===== config.mk =====
export PLATFORM = sky130hd
export DESIGN_NAME = fp_feq
export DESIGN_NICKNAME = d
export VERILOG_FILES = /design/src/rtl/fpu_pkg.sv /design/src/rtl/fp_classify.sv /design/src/rtl/fp_feq.sv
export SDC_FILE = /design/constraint.sdc
export NUM_CORES = 1
export LEC_CHECK = 0
export BUFFER_PORTS_ARGS = -buffer_cell sky130_fd_sc_hd__buf_2
export CORE_MARGIN = 4
export CORE_UTILIZATION = 25
export DETAILED_ROUTE_END_ITERATION = 10
export GPL_TIMING_DRIVEN = 0
export PLACE_DENSITY = 0.71
export SYNTH_ARGS = -nofsm -noshare
export SYNTH_HDL_FRONTEND = slang
export SYNTH_SLANG_ARGS = --single-unit

===== constraint.sdc =====
create_clock -name clk -period 3.2 [get_ports clk]
set_clock_uncertainty 0.15 [all_clocks]
set_input_delay 0.8 -clock clk [delete_from_list [all_inputs] [get_ports clk]]
set_output_delay 0.8 -clock clk [all_outputs]
set_load 0.02 [all_outputs]

===== src/rtl/fpu_pkg.sv =====
// Shared FPU package: binary32 field widths, operand struct and classification helpers.
package fpu_pkg;

  localparam int unsigned EXP_W = 8;
  localparam int unsigned MAN_W = 23;
  localparam int unsigned FP_W  = 1 + EXP_W + MAN_W;

  localparam logic [EXP_W-1:0] EXP_MAX = 8'hFF;

  typedef struct packed {
    logic             sign;
    logic [EXP_W-1:0] exp;
    logic [MAN_W-1:0] man;
  } fp32_t;

  // Any NaN, quiet or signalling: all-ones exponent with a non-zero mantissa.
  function automatic logic is_nan(fp32_t v);
    return (v.exp == EXP_MAX) && (v.man != '0);
  endfunction

  // Signed zero: exponent and mantissa both clear.
  function automatic logic is_zero(fp32_t v);
    return (v.exp == '0) && (v.man == '0);
  endfunction

endpackage


===== src/rtl/fp_classify.sv =====
// Combinational classification of one binary32 operand.
module fp_classify
  import fpu_pkg::*;
(
  input  fp32_t op,
  output logic  nan,
  output logic  zero,
  output logic  inf,
  output logic  sub
);

  // Exactly one of these, or none for a normal number, is set per operand.
  always_comb begin
    nan  = is_nan(op);
    zero = is_zero(op);
    inf  = (op.exp == EXP_MAX) && (op.man == '0);
    sub  = (op.exp == '0) && (op.man != '0);
  end

endmodule


===== src/rtl/fp_feq.sv =====
// binary32 equality comparator (FEQ.S): registered equal and NaN flags, one-cycle latency.
module fp_feq
  import fpu_pkg::*;
(
  input  logic            clk,
  input  logic            rstn,
  input  logic [FP_W-1:0] x1,
  input  logic [FP_W-1:0] x2,
  output logic            y,
  output logic            valid
);

  fp32_t op1;
  fp32_t op2;
  logic  nan1, zero1, inf1, sub1;
  logic  nan2, zero2, inf2, sub2;
  logic  same_bits;
  logic  norm1, norm2;
  logic  y_d, valid_d;
  logic  y_q, valid_q;

  assign op1 = x1;
  assign op2 = x2;

  fp_classify u_cls1 (
    .op   (op1),
    .nan  (nan1),
    .zero (zero1),
    .inf  (inf1),
    .sub  (sub1)
  );

  fp_classify u_cls2 (
    .op   (op2),
    .nan  (nan2),
    .zero (zero2),
    .inf  (inf2),
    .sub  (sub2)
  );

  // Equality decided per class: zeros ignore sign, infinities need matching sign,
  // finite non-zero values need identical encodings; NaN matches no class.
  always_comb begin
    y_d       = 1'b0;
    valid_d   = 1'b0;
    same_bits = (x1 == x2);
    norm1     = !(nan1 || zero1 || inf1 || sub1);
    norm2     = !(nan2 || zero2 || inf2 || sub2);
    valid_d   = nan1 || nan2;
    y_d       = (zero1 && zero2)
             || (inf1 && inf2 && (op1.sign == op2.sign))
             || (sub1 && sub2 && same_bits)
             || (norm1 && norm2 && same_bits);
  end

  // Output registers; reset wins over the data update.
  always_ff @(posedge clk) begin
    if (!rstn) begin
      y_q     <= 1'b0;
      valid_q <= 1'b0;
    end else begin
      y_q     <= y_d;
      valid_q <= valid_d;
    end
  end

  assign y     = y_q;
  assign valid = valid_q;

endmodule


==> results.md <==
- Status: finished, final reports clean
- Final setup vio count: 0
- Vias/cell: between 5 and 6
- CP Capture Type: register
- Total wire length: approximately 2700 µm
- Worst-path maximum fanout: 3
- Number of global-route vias before repair: 975
- Netlist cell types: 19
- Antenna-violating nets left: 0
- Mapped Cells: 82
- Critical path class: in -> reg
- Max rail drop VDD: 0.09938 mV
- Fin crit period: 1.931 ns
- DRT iter0 DRCs: 19
- FF+latch count, synth: 2
- Port-buffer cells: 67
- Yosys warns: 0
- Fin crit share: 60.34%
- Wirelength per Cell: 14.61 µm
- Final nets: 220
- Layout cells sized above 1: 51.32%
- Max-cap check violation count: 0
- Die Y: 59.46 µm
- Post-synth EDFFs: 0
- Total gr overflow: 0
- Clk sinks: 2
- Post-Layout Cell Count: 182
- Finished Core Util: ~42%
- Synth area leaders: xnor2_1 37%, nor4_1 10%, nand4_1 9.5%
- Initial Util: 26.48%
- Fin Setup TNS: 0 ns
- Leak pwr: 0.4211 nW
- Ys flop type: dfxtp_1
- GPL Wtd Cong: about 0.8
- Achievable Freq: 517.9 MHz
- # rows: 18
- PwrDens: 185.0 nW/µm²
- Most numerous cell in the Yosys netlist: xnor2_1
- Post-CTS Setup Bufs: 0
- Seq/Total Area, Yosys: 6.049%
- Via count: approximately 900
- Max Root-Sink Buffers: 2
- Syn avg cell area: between 8 and 9 µm²
- Relative slew margins: 74.91%
- Chip width: 59.46 µm
- Final Max Slew Viols: 0
- Pre-antenna DRT Iters: 4
- Total Routing Usage GR: 14.86%
- Post-cts resize count: 0
- H-tree depth: 1
- Die ar.: 3535 µm²
- Post-synth ARST share: 0%
- DRC: 0
- Area Growth Syn to Fin: 59.73%
- Critical-path cell list: buf_2 > nor4_1 > and4_1 > nand3_2 > a22oi_1 > nor2b_1
- Layout fillers: around 280
- Cells after DPL: around 180
- RSZ-0062 raised after global routing: no
- Kind of start point of the critical path: input pin
- Least-Margin Pin Slew: around 0.37 ns
- Post-DP HPWL: 2467 µm
- WP data arrival: 1.89 ns
- First-pass GRT wire length: between 4000 and 5000 µm
- Core box area: around 2500 µm²
- # hold bufs at CTS: 0
- Number of CTS-inserted buffers: 3
- Total Power: approximately 0.2 mW
- IO Pins: 68
- Post-Syn Nets: 148
- Fin. Hold Viols: 0
- WP data required: 3.16 ns
- Initial antenna violation count: 0
- Top cell type by total area after synthesis: xnor2_1
- Commonest cells in the netlist: 28 x xnor2_1, 11 x nor4_1, 10 x nand4_1, 5 x nor4_2, 4 x xor2_1
- Reg clk slew, reported paths: 0.03 ns
- Worst min path class: in -> reg
- Cell area after synthesis: 661.9 µm²
- Crit-path slowest cell: nor4_1
- Root buf cell: clkbuf_4
- Yosys top cell area share: between 30% and 40%
- CTS tree: done
- Largest net degree at the start of global routing: 4
- Diode count: 0
- Largest stage delay, worst path: 0.32 ns
cell usage in the layout, fill, tap and decap left out:
cell type,n
nor2b_1,1
dfxtp_1,2
and3_1,1
nor3_2,1
xor2_1,4
o2bb2ai_1,1
nand3_2,2
xnor2_1,28
nand3_1,2
a22oi_1,1
clkbuf_4,3
nand2_1,2
nor4bb_1,1
nor2_1,2
buf_2,67
a31oi_1,2
nand4_1,10
nor4_1,11
and4_1,3
nor4_2,5
nor3_1,3
cell families (layout without fill, tap and decap cells):
logic type	Yosys count	count (layout)	synth area share, %
compound gates	4	4	4.348
xor+xnor	32	32	42.34
buf+inv	0	70	0
flops	2	2	6.049
simple gates	44	44	47.26
cell type report:
type	count	area [µm²]	area share [%]
Multi-Input combinational cell	80	621.8	58.82
Sequential cell	2	40.04	3.787
Clock buffer	3	22.52	2.130
Tap cell	30	37.54	3.550
Timing Repair Buffer	67	335.3	31.72
layer usage:
| layer | vias to the layer above | wire (µm) | track usage [%] |
|---|---|---|---|
| li1 | 464 | - | - |
| met1 | 417 | 957 | 15.87 |
| met2 | 36 | 1502 | 29.33 |
| met3 | 2 | 179 | 1.961 |
| met4 | 0 | 20 | 4.531 |
| met5 | - | 0 | 0 |
registers in the layout, indices dropped and copies added (netlist names):
register / flops
y: 1
valid: 1
stage by stage:
| stage | area (µm²) | hold slack, ns | setup WS [ns] |
|---|---|---|---|
| after floorplan | 661.9 | 0.7669 | 1.373 |
| after CTS | 1057 | 0.6590 | 1.287 |
| after detailed placement | 1035 | 0.8945 | 1.047 |
| final | 1057 | 0.6689 | 1.269 |
| after global placement | 1035 | 0.8925 | 1.117 |
| after global routing | 1057 | 0.6812 | 1.150 |
worst paths after layout:
kind	from	endpoint	slack, ns	cells past startpoint
worst min-delay path	rstn	y	0.67	2
worst max-delay path	x2[10]	valid	1.27	6
report_power, final:
group	total (mW)	internal, mW	switching (mW)
sequential	0.0252	0.0252	0.00000878
clock	0.0555	0.0414	0.0142
combinational	0.115	0.0597	0.0552
total	0.196	0.126	0.0693
worst max-delay path, delay by kind of cell:
kind / cells / cell delay [ns]
and+or+nand+nor: 4 / 0.75
buffers and inverters: 1 / 0.11
AOI/OAI and AO/OA: 1 / 0.22
Note: power is estimated with default switching activity, not from simulation.
